### src/rtl/pll_lock_det_pkg.sv
// Shared definitions for the PLL lock detector: FSM state encoding and
// default measurement parameters.
package pll_lock_det_pkg;

    typedef enum logic [1:0] {
        ST_IDLE    = 2'd0,
        ST_ARM     = 2'd1,
        ST_ACQUIRE = 2'd2,
        ST_LOCKED  = 2'd3
    } state_e;

    localparam int DEF_MULT     = 8;
    localparam int DEF_TOL      = 1;
    localparam int DEF_LOCK_CNT = 4;
    localparam int DEF_CNT_W    = 8;

endpackage

### src/rtl/pll_lock_det_ref_sync_edge.sv
// Two-flop synchronizer for an asynchronous input followed by a third flop
// that turns each synchronized rising edge into a single-cycle pulse.
module ref_sync_edge (
    input  logic clk_i,
    input  logic rst_i,
    input  logic async_i,
    output logic edge_o
);

    logic sync1_q;
    logic sync2_q;
    logic dly_q;

    always_ff @(posedge clk_i) begin
        if (rst_i) begin
            sync1_q <= 1'b0;
            sync2_q <= 1'b0;
            dly_q   <= 1'b0;
        end else begin
            sync1_q <= async_i;
            sync2_q <= sync1_q;
            dly_q   <= sync2_q;
        end
    end

    assign edge_o = sync2_q & ~dly_q;

endmodule

### src/rtl/pll_lock_det.sv
// Lock detector running on the PLL output clock: counts CLK cycles per REF
// period and declares lock after LOCK_CNT consecutive in-tolerance periods.
module pll_lock_det
    import pll_lock_det_pkg::*;
#(
    parameter int MULT     = DEF_MULT,
    parameter int TOL      = DEF_TOL,
    parameter int LOCK_CNT = DEF_LOCK_CNT,
    parameter int CNT_W    = DEF_CNT_W
) (
    input  logic             CLK,
    input  logic             reset,
    input  logic             REF,
    input  logic             ENb_VCO,
    output logic             LOCK,
    output logic [CNT_W-1:0] PERIOD,
    output logic             PERIOD_VALID,
    output logic             LOSS
);

    localparam int MC_W = (LOCK_CNT > 1) ? $clog2(LOCK_CNT + 1) : 1;
    localparam logic [CNT_W-1:0] SAT = {CNT_W{1'b1}};
    localparam int LO_INT = (MULT > TOL) ? (MULT - TOL) : 0;
    localparam int HI_INT = MULT + TOL;
    localparam logic [CNT_W:0] LO_B = (CNT_W+1)'(LO_INT);
    localparam logic [CNT_W:0] HI_B = (CNT_W+1)'(HI_INT);
    localparam logic [MC_W-1:0] MC_LAST = MC_W'(LOCK_CNT - 1);

    // Widened compare so MULT+TOL near the counter limit cannot wrap.
    function automatic logic in_window(input logic [CNT_W-1:0] p);
        logic [CNT_W:0] pw;
        pw = {1'b0, p};
        return (pw >= LO_B) && (pw <= HI_B) && (p != SAT);
    endfunction

    state_e            state_q;
    logic [CNT_W-1:0]  cnt_q;
    logic [CNT_W-1:0]  cnt_d;
    logic [MC_W-1:0]   mc_q;
    logic [CNT_W-1:0]  period_q;
    logic              pv_q;
    logic              lock_q;
    logic              loss_q;

    logic ref_edge;
    logic match;
    logic miss;
    logic sat_hit;

    ref_sync_edge u_ref_sync (
        .clk_i   (CLK),
        .rst_i   (reset),
        .async_i (REF),
        .edge_o  (ref_edge)
    );

    assign cnt_d   = (cnt_q == SAT) ? SAT : cnt_q + 1'b1;
    assign match   = pv_q && in_window(period_q);
    assign miss    = pv_q && !match;
    // Fires once, on the cycle the counter steps onto SAT without a REF edge.
    assign sat_hit = !ref_edge && (cnt_q == SAT - 1'b1);

    always_ff @(posedge CLK) begin
        if (reset) begin
            state_q  <= ST_IDLE;
            cnt_q    <= '0;
            mc_q     <= '0;
            period_q <= '0;
            pv_q     <= 1'b0;
            lock_q   <= 1'b0;
            loss_q   <= 1'b0;
        end else begin
            pv_q   <= 1'b0;
            loss_q <= 1'b0;
            if (ENb_VCO) begin
                state_q <= ST_IDLE;
                cnt_q   <= '0;
                mc_q    <= '0;
                lock_q  <= 1'b0;
            end else begin
                case (state_q)
                    ST_IDLE: state_q <= ST_ARM;
                    ST_ARM: begin
                        if (ref_edge) begin
                            state_q <= ST_ACQUIRE;
                            cnt_q   <= CNT_W'(1);
                            mc_q    <= '0;
                        end
                    end
                    ST_ACQUIRE, ST_LOCKED: begin
                        if (ref_edge) begin
                            period_q <= cnt_q;
                            pv_q     <= 1'b1;
                            cnt_q    <= CNT_W'(1);
                        end else begin
                            cnt_q <= cnt_d;
                        end
                        if (state_q == ST_ACQUIRE) begin
                            if (match) begin
                                if (mc_q == MC_LAST) begin
                                    state_q <= ST_LOCKED;
                                    lock_q  <= 1'b1;
                                    mc_q    <= '0;
                                end else begin
                                    mc_q <= mc_q + 1'b1;
                                end
                            end else if (miss || sat_hit) begin
                                mc_q <= '0;
                            end
                        end else if (miss || sat_hit) begin
                            state_q <= ST_ACQUIRE;
                            lock_q  <= 1'b0;
                            loss_q  <= 1'b1;
                            mc_q    <= '0;
                        end
                    end
                    default: state_q <= ST_IDLE;
                endcase
            end
        end
    end

    assign LOCK         = lock_q;
    assign PERIOD       = period_q;
    assign PERIOD_VALID = pv_q;
    assign LOSS         = loss_q;

endmodule

### config.mk
export PLATFORM = sky130hd
export DESIGN_NAME = pll_lock_det
export DESIGN_NICKNAME = d
export VERILOG_FILES = /design/src/rtl/pll_lock_det_pkg.sv /design/src/rtl/pll_lock_det_ref_sync_edge.sv /design/src/rtl/pll_lock_det.sv
export SDC_FILE = /design/constraint.sdc
export NUM_CORES = 1
export LEC_CHECK = 0
export ABC_AREA = 0
export ABC_CLOCK_PERIOD_IN_PS = 2600
export CORE_MARGIN = 3
export CORE_UTILIZATION = 55
export CTS_BUF_LIST = sky130_fd_sc_hd__clkbuf_16
export DETAILED_ROUTE_END_ITERATION = 10
export PLACE_DENSITY = 0.83
export SYNTH_ARGS = -nofsm -noshare
export SYNTH_HDL_FRONTEND = slang
export SYNTH_SLANG_ARGS = --single-unit
### constraint.sdc
create_clock -name CLK -period 2.6 [get_ports CLK]
set_clock_uncertainty 0.1 [all_clocks]
set_input_delay 0.52 -clock CLK [delete_from_list [all_inputs] [get_ports CLK]]
set_output_delay 0.52 -clock CLK [all_outputs]
set_load 0.01 [all_outputs]
==> flow_summary.json, run 1 <==
{
  "synth_edf_count": 0,
  "nNetsFinal": 158,
  "worstSetupStartpointType": "flop",
  "hold_path.class": "reg -> reg",
  "vias_per_cell": 6.203,
  "antenna_found_initial": 0,
  "worstSetupPathType": "reg -> reg",
  "fp-row-count": 16,
  "antenna_left": 0,
  "die_w_um": 53.67,
  "numPortBuffers": 14,
  "clockBufferDepth": 2,
  "cts_resized": 0,
  "ys_seq_area_share_pct": 43.24,
  "fmax_mhz": 536.5,
  "pre_cts_ws_ns": 0.6030,
  "grt_pass1_wl_mm": 5.009,
  "grt_pass1_vias": 1127,
  "grt_usage_pct": 23.41,
  "r2r_start": "PERIOD[4]",
  "synthCells": 136,
  "grt_max_degree": 15,
  "path_clk_slew_ns": 0.06,
  "gp_congestion": 0.8756,
  "critPathRequiredTime_ns": 2.66,
  "synthFlopType": "dfxtp_1",
  "min_from": "mc_q[2]",
  "wl_per_cell_um": 15.87,
  "p_leak_nw": 0.5114,
  "endpoint_kind": "flop",
  "drive_gt1_share_pct": 7.333,
  "dieArea_mm2": 0.002880,
  "tritoncts": "yes",
  "synth_nets": 143,
  "dpl.hpwl_mm": 2.006,
  "crit_path_start": "PERIOD[4]",
  "synth_top_area_share_pct": 43.24,
  "coreArea_mm2": 0.002062,
  "clock_latency_ns": 0.26,
  "cts_hold_buffers": 0,
  "finalSetupViolCount": 0,
  "crit_arrival_ns": 1.93,
  "max_slew_margin_pct": 56.41,
  "power_density_mw_per_mm2": 522.2,
  "setup_tns_ns": 0,
  "hold_violations": 0,
  "io_pins": 15,
  "root_buffer": "clkbuf_16",
  "cts-htree-levels": 1,
  "maxSlewViolCount": 0,
  "drv_cap": 0,
  "ys_warn_count": 0,
  "synthArstFlopShare_pct": 0,
  "cp_max_fo": 4,
  "area_growth_pct": 19.32,
  "status": "completed",
  "die_h_um": 53.67,
  "synth.distinct_cells": 37,
  "rsz0062_at_grt": "no",
  "setup_slack_ns": 0.7361,
  "drt_iter0_drc": 25,
  "drt-total-wl_mm": 2.809,
  "n_antenna_cell": 0,
  "post-route-util_pct": 72.33,
  "synth_area_mm2": 0.001250,
  "min_period_over_period_pct": 71.69,
  "ys_ff_latch": 27,
  "period_minus_slack_ns": 1.864,
  "clock_sinks": 27,
  "postSynthAreaPerCell_um2": 9.191,
  "netlist_top_cells_area": "dfxtp_1, mux2i_1, a21oi_1",
  "vdd_drop_max_uv": 425.7,
  "start_util_pct": 60.62,
  "tightest_slew_ns": 0.6514,
  "first_pass_iters": 4,
  "numCtsBuffers": 3,
  "drc_errors": 0,
  "yosysTopAreaCell": "dfxtp_1",
  "vias": 1098,
  "regToRegSetupSlack_ns": 0.74,
  "overflow": 0,
  "cts_setup_buffers": 0
}
final cells by class:
cell class / instances / area (um2)
clock buffer: 3 / 75.07
clock inverter: 1 / 3.754
fill: 147 / 570.5
inverter: 4 / 15.01
multi-input combinational: 100 / 675.6
sequential: 27 / 540.5
tap: 27 / 33.78
timing repair buffer: 15 / 147.6
worst max-delay path: stages (launching register included):
cell and delay (ns):
dfxtp_1 0.32, or4_4 0.58, a2111oi_4 0.39, a21oi_1 0.12
a211oi_1 0.26
layout by cell type, fill, tap and decap left out, types with 4 or more instances in the layout:
cell type | Yosys | routed
a21oi_1 | 12 | 12
nand2b_1 | 4 | 4
nor2b_1 | 5 | 5
a211oi_1 | 4 | 4
nand2_1 | 8 | 8
mux2i_1 | 8 | 8
o21ai_1 | 5 | 5
dfxtp_1 | 27 | 27
nor2_1 | 12 | 12
inv_1 | 3 | 4
and3_1 | 5 | 5
clkdlybuf4s50_1 | 0 | 14
cells in the mapped netlist (4+ instances only):
cell type  instances
nand2b_1           4
dfxtp_1           27
nor2b_1            5
a21oi_1           12
nor2_1            12
mux2i_1            8
clkbuf_1           5
o21ai_1            5
a211oi_1           4
and3_1             5
nand2_1            8
cells by family after synthesis:
kind of cell             after synthesis  synth area share [%]
buffers and inverters                  9                 2.703
multiplexers                           8                 6.407
flip-flops                            27                 43.24
AND/OR/NAND/NOR                       51                 23.22
adder cells (fa/ha/maj)                3                 3.003
AO/OA/AOI/OAI                         38                 21.42
sequential cells by signal (all words and copies together) (netlist names), 2 cells and up:
name,flops
state_q,2
mc_q,3
cnt_q,8
PERIOD,8
per-stage QoR:
step | instances | power, mW | area (um2) | hold slack (ns)
final | 177 | 0.7788 | 1491 | 0.3356
after global routing | 177 | 0.8094 | 1491 | 0.3776
after CTS | 177 | 0.7829 | 1491 | 0.3360
after detailed placement | 173 | 0.4523 | 1413 | 0.3273
after global placement | 173 | 0.4519 | 1413 | 0.3216
after floorplan | 136 | 0.4419 | 1250 | 0.3070
report_power, final:
group	switching (mW)	leakage (nW)	total (mW)	internal [mW]
Combinational	0.0144	0.251	0.0239	0.00950
Clock	0.130	0.0423	0.335	0.205
Sequential	0.00335	0.218	0.420	0.417
worst paths after layout:
kind         endpoint  depth (start not counted)
max           mc_q[1]                          4
max reg2reg   mc_q[1]                          4
min           mc_q[2]                          2
min reg2reg   mc_q[2]                          2
metal layers:
metal  up-vias  wire [um]  global-route usage [%]
met1       525       1192                   27.29
met2        36       1451                   41.33
met3         4        138                   4.709
met4         0         26                   9.362
li1        533          -                       -
met5         -          0                       0
(Power assumes the default switching activity.)
==> run 2, diff against run 1 <==
--- a/config.mk
+++ b/config.mk
@@ -6,12 +6,12 @@
 export NUM_CORES = 1
 export LEC_CHECK = 0
 export ABC_AREA = 0
-export ABC_CLOCK_PERIOD_IN_PS = 2600
+export ABC_CLOCK_PERIOD_IN_PS = 1600
 export CORE_MARGIN = 3
-export CORE_UTILIZATION = 55
+export CORE_UTILIZATION = 48
 export CTS_BUF_LIST = sky130_fd_sc_hd__clkbuf_16
 export DETAILED_ROUTE_END_ITERATION = 10
-export PLACE_DENSITY = 0.83
+export PLACE_DENSITY = 0.77
 export SYNTH_ARGS = -nofsm -noshare
 export SYNTH_HDL_FRONTEND = slang
 export SYNTH_SLANG_ARGS = --single-unit
==> constraint.sdc (replaced) <==
create_clock -name CLK -period 1.6 [get_ports CLK]
set_clock_uncertainty 0.1 [all_clocks]
set_input_delay 0.32 -clock CLK [delete_from_list [all_inputs] [get_ports CLK]]
set_output_delay 0.32 -clock CLK [all_outputs]
set_load 0.01 [all_outputs]
==> flow_summary.json, run 2 (synthesis results as in run 1) <==
{
  "status": "finished with violations",
  "violations": "negative setup slack",
  "p_leak_nw": 0.7161,
  "grt_pass1_vias": 1149,
  "min_period_over_period_pct": 111.7,
  "path_clk_slew_ns": 0.07,
  "power_density_mw_per_mm2": 761.8,
  "period_minus_slack_ns": 1.788,
  "hold_ws_ns": 0.3427,
  "fin_area_mm2": 0.001708,
  "gp_congestion": 0.8294,
  "worstSetupStartpointType": "flop",
  "final_common_cell": "dfxtp_1",
  "drc_errors": 0,
  "max_slew_margin_pct": 72.70,
  "tritoncts": "yes",
  "setup_tns_ns": -0.7223,
  "setup_slack_ns": -0.1877,
  "drt_iter0_drc": 47,
  "crit_arrival_ns": 1.86,
  "hold_violations": 0,
  "cts-htree-levels": 1,
  "wl_per_cell_um": 16.08,
  "numPortBuffers": 14,
  "vias_per_cell": 6.040,
  "first_pass_iters": 4,
  "vias": 1196,
  "grt_pass1_wl_mm": 5.416,
  "finalSetupViolCount": 5,
  "reg2regPathDepth": 4,
  "grt_max_degree": 16,
  "overflow": 0,
  "clock_latency_ns": 0.26,
  "die_h_um": 57.03,
  "n_antenna_cell": 0,
  "die_w_um": 57.03,
  "clock_sinks": 27,
  "coreArea_mm2": 0.002340,
  "dieArea_mm2": 0.003252,
  "critPathRequiredTime_ns": 1.67,
  "drive_gt1_share_pct": 24.71,
  "path_cells": "or4_4 > a2111oi_4 > a21oi_1 > a211oi_1",
  "final_cell_mix": "dfxtp_1, buf_4, nor2_1, a21oi_1",
  "clockBufferDepth": 2,
  "hold_path.class": "reg -> reg",
  "root_buffer": "clkbuf_16",
  "fmax_mhz": 559.4,
  "design_power_total_mw": 1.301,
  "antenna_left": 0,
  "post_dp_cell_area_mm2": 0.001573,
  "dp.cells": 191,
  "maxSlewViolCount": 0,
  "worstSetupPathType": "reg -> reg",
  "io_pins": 15,
  "drt-total-wl_mm": 3.184,
  "nNetsFinal": 178,
  "start_util_pct": 53.42,
  "cp_max_fo": 4,
  "post-route-util_pct": 72.99,
  "final_cells": 198,
  "drv_cap": 0,
  "vdd_drop_max_uv": 579.6,
  "grt_usage_pct": 20.85,
  "endpoint_kind": "flop",
  "whs_path_depth": 1,
  "slowest_delay_ns": 0.59,
  "antenna_found_initial": 0,
  "rsz0062_at_grt": "yes",
  "area_growth_pct": 36.64,
  "dpl.hpwl_mm": 2.267,
  "numCtsBuffers": 3,
  "cp_slowest_cell": "or4_4",
  "tightest_slew_ns": 0.4095,
  "pre_cts_ws_ns": -0.1840,
  "fp-row-count": 17
}
[run 2: changes by cell type in the layout (fill, tap and decap cells not counted), moves of 3 or more]
cell             previous run  this run
dfxtp_2                     0         4
a21oi_2                     1         4
clkdlybuf4s50_1            14         4
a21oi_1                    12         9
dfxtp_1                    27        23
buf_4                       1        19
dlygate4sd2_1               0         7
dlymetal6s2s_1              0         3
[run 2: what timing repair did]
action,in CTS,in global routing
hold buffers,0,0
pin swaps,4,3
endpoints found under the setup margin,11,10
setup buffers,2,1
gates resized for setup,9,9
[run 2: final timing paths]
check,startpoint,endpoint,slack (ns)
worst min-delay path,u_ref_sync.sync1_q,u_ref_sync.sync2_q,0.34
worst max register to register,PERIOD[7],mc_q[1],-0.19
worst max-delay path,PERIOD[7],mc_q[1],-0.19
worst min register to register,u_ref_sync.sync1_q,u_ref_sync.sync2_q,0.34
[run 2: area by class of cell]
type / count / area (um2)
timing repair buffer: 35 / 312.8
clock inverter: 1 / 5.005
inverter: 4 / 15.01
sequential: 27 / 545.5
tap: 28 / 35.03
clock buffer: 3 / 75.07
fill: 189 / 631.9
multi-input combinational: 100 / 719.4
[run 2: power by group]
| group | total (mW) | switching, mW | internal [mW] | leakage [nW] |
|---|---|---|---|---|
| sequential | 0.679 | 0.00225 | 0.677 | 0.220 |
| clock | 0.570 | 0.232 | 0.337 | 0.0409 |
| combinational | 0.0524 | 0.0299 | 0.0225 | 0.455 |
[run 2: critical path, delay by kind of cell (launching register included)]
family / cells / cell delay [ns]
AOI/OAI and AO/OA: 3 / 0.69
DFF: 1 / 0.32
and+or+nand+nor: 1 / 0.59
[run 2: routing by layer]
layer | vias up | part of all wire, % | global-route usage [%]
met5 | - | 0 | 0
met4 | 0 | 1.1 | 6.954
met3 | 4 | 3.7 | 2.941
met2 | 35 | 50 | 34.75
met1 | 585 | 45 | 27.62
li1 | 572 | - | -
==> run 3, diff against run 2 <==
--- a/config.mk
+++ b/config.mk
@@ -7,8 +7,10 @@
 export LEC_CHECK = 0
 export ABC_AREA = 0
 export ABC_CLOCK_PERIOD_IN_PS = 1600
+export CELL_PAD_IN_SITES_DETAIL_PLACEMENT = 0
+export CELL_PAD_IN_SITES_GLOBAL_PLACEMENT = 1
 export CORE_MARGIN = 3
-export CORE_UTILIZATION = 48
+export CORE_UTILIZATION = 37
 export CTS_BUF_LIST = sky130_fd_sc_hd__clkbuf_16
 export DETAILED_ROUTE_END_ITERATION = 10
 export PLACE_DENSITY = 0.77
==> flow_summary.json, run 3 (synthesis results as in run 1) <==
{
  "endpoint": "mc_q[0]",
  "nNetsFinal": 179,
  "maxSlewViolCount": 0,
  "cp.depth": 4,
  "design_power_total_mw": 1.305,
  "vdd_drop_max_uv": 720.8,
  "rsz0062_at_grt": "yes",
  "violations": "negative setup slack",
  "setup_tns_ns": -0.4139,
  "dieArea_mm2": 0.004111,
  "reg2reg_to": "mc_q[0]",
  "power_density_mw_per_mm2": 749.0,
  "io_pins": 15,
  "vias_per_cell": 5.279,
  "reg2regPathDepth": 4,
  "fp-row-count": 20,
  "vias": 1135,
  "dpl.hpwl_mm": 2.280,
  "setup_slack_ns": -0.1591,
  "crit_path_start": "PERIOD[2]",
  "crit_family": "compound AO/OA/AOI/OAI gates",
  "grt_max_degree": 16,
  "hold_ws_ns": 0.3399,
  "slowest_delay_ns": 0.46,
  "numCtsBuffers": 3,
  "drt_iter0_drc": 59,
  "grt_pass1_wl_mm": 5.409,
  "drive_gt1_share_pct": 25.73,
  "fmax_mhz": 568.5,
  "grt_usage_pct": 16.61,
  "first_pass_iters": 4,
  "final_cell_mix": "dfxtp_1, buf_4, nor2_1, a21oi_1",
  "drv_cap": 0,
  "drt-total-wl_mm": 3.125,
  "tritoncts": "yes",
  "critPathRequiredTime_ns": 1.67,
  "grt_pass1_vias": 1165,
  "tightest_slew_ns": 0.3763,
  "path_clk_slew_ns": 0.07,
  "hold_violations": 0,
  "cp_slowest_cell": "a2111oi_4",
  "wl_per_cell_um": 14.53,
  "max_slew_margin_pct": 74.91,
  "cts-htree-levels": 1,
  "status": "finished with violations",
  "area_growth_pct": 39.34,
  "antenna_left": 0,
  "overflow": 0,
  "start_util_pct": 39.96,
  "hold_path.class": "reg -> reg",
  "endpoint_kind": "flop",
  "n_antenna_cell": 0,
  "period_minus_slack_ns": 1.759,
  "die_w_um": 64.12,
  "final_common_cell": "dfxtp_1",
  "antenna_found_initial": 0,
  "p_leak_nw": 0.7195,
  "root_buffer": "clkbuf_16",
  "cp_max_fo": 4,
  "finalSetupViolCount": 4,
  "crit_arrival_ns": 1.83,
  "coreArea_mm2": 0.003128,
  "fillers": 304,
  "worstSetupPathType": "reg -> reg",
  "clockBufferDepth": 2,
  "clock_latency_ns": 0.26,
  "drc_errors": 0,
  "min_period_over_period_pct": 109.9,
  "regToRegSetupSlack_ns": -0.16,
  "r2r_start": "PERIOD[2]",
  "clock_sinks": 27,
  "path_cells": "or3b_4 > a2111oi_4 > a21oi_1 > a311oi_1",
  "worstSetupStartpointType": "flop",
  "crit_buf_inv": 0,
  "gp_congestion": 0.8417,
  "die_h_um": 64.12,
  "numPortBuffers": 14
}
[run 3: changes by cell type in the layout (fill, tap and decap cells not counted), moves of 2 or more]
cell	previous run	this run
a211oi_1	4	2
buf_4	19	21
dfxtp_1	23	25
a211oi_2	0	2
dfxtp_2	4	2
[run 3: how the worst min path moves through the flow]
| stage | startpoint | to | cells past startpoint |
|---|---|---|---|
| finish | mc_q[2] | mc_q[2] | 2 |
| global route | mc_q[2] | mc_q[2] | 2 |
| CTS | mc_q[2] | mc_q[2] | 2 |
| detailed placement | u_ref_sync.sync1_q | u_ref_sync.sync2_q | 1 |
| global placement | u_ref_sync.sync1_q | u_ref_sync.sync2_q | 1 |
| floorplan | reset | u_ref_sync.sync1_q | 1 |
[run 3: routing by layer]
metal | global-route usage (%) | wire (um) | vias up
met5 | 0 | 0 | -
met4 | 5.013 | 61 | 0
met3 | 4.745 | 117 | 7
met2 | 28.52 | 1529 | 23
met1 | 19.98 | 1415 | 536
li1 | - | - | 569
[run 3: repair_timing]
action / in CTS / in global routing
gates cloned: 0 / 0
buffers inserted: 1 / 0
setup endpoints to repair: 11 / 13
hold buffers: 0 / 0
gates resized for setup: 8 / 11
pin swaps: 8 / 4
[run 3: power breakdown]
part	internal, mW	switching (mW)	total [mW]	leakage (nW)
logic	0.0238	0.0309	0.0547	0.459
clock network	0.337	0.234	0.571	0.0409
registers	0.677	0.00208	0.679	0.219
[run 3: worst min-delay path, cell delays in order, from the launching register on]
cell	delay (ns)
dfxtp_1	0.31
nand2_1	0.05
a31oi_1	0.03
[run 3: per-stage QoR]
step / cells / utilization (%) / cell area (um2) / setup slack [ns]
after detailed placement: 210 / 51.64 / 1615 / -0.1724
after global placement: 210 / 51.64 / 1615 / -0.1000
after global routing: 215 / 55.68 / 1742 / -0.2037
after CTS: 215 / 54.36 / 1700 / -0.1220
final: 215 / 55.68 / 1742 / -0.1591
after floorplan: 136 / - / 1269 / -0.04592
[run 3: area by class of cell]
class / count / area [um2] / area share, %
Clock inverter: 1 / 5.005 / 0.2874
Sequential cell: 27 / 543.0 / 31.18
Timing Repair Buffer: 36 / 316.6 / 18.18
Tap cell: 44 / 55.05 / 3.161
Inverter: 4 / 15.01 / 0.8621
Multi-Input combinational cell: 100 / 732.0 / 42.03
Clock buffer: 3 / 75.07 / 4.310
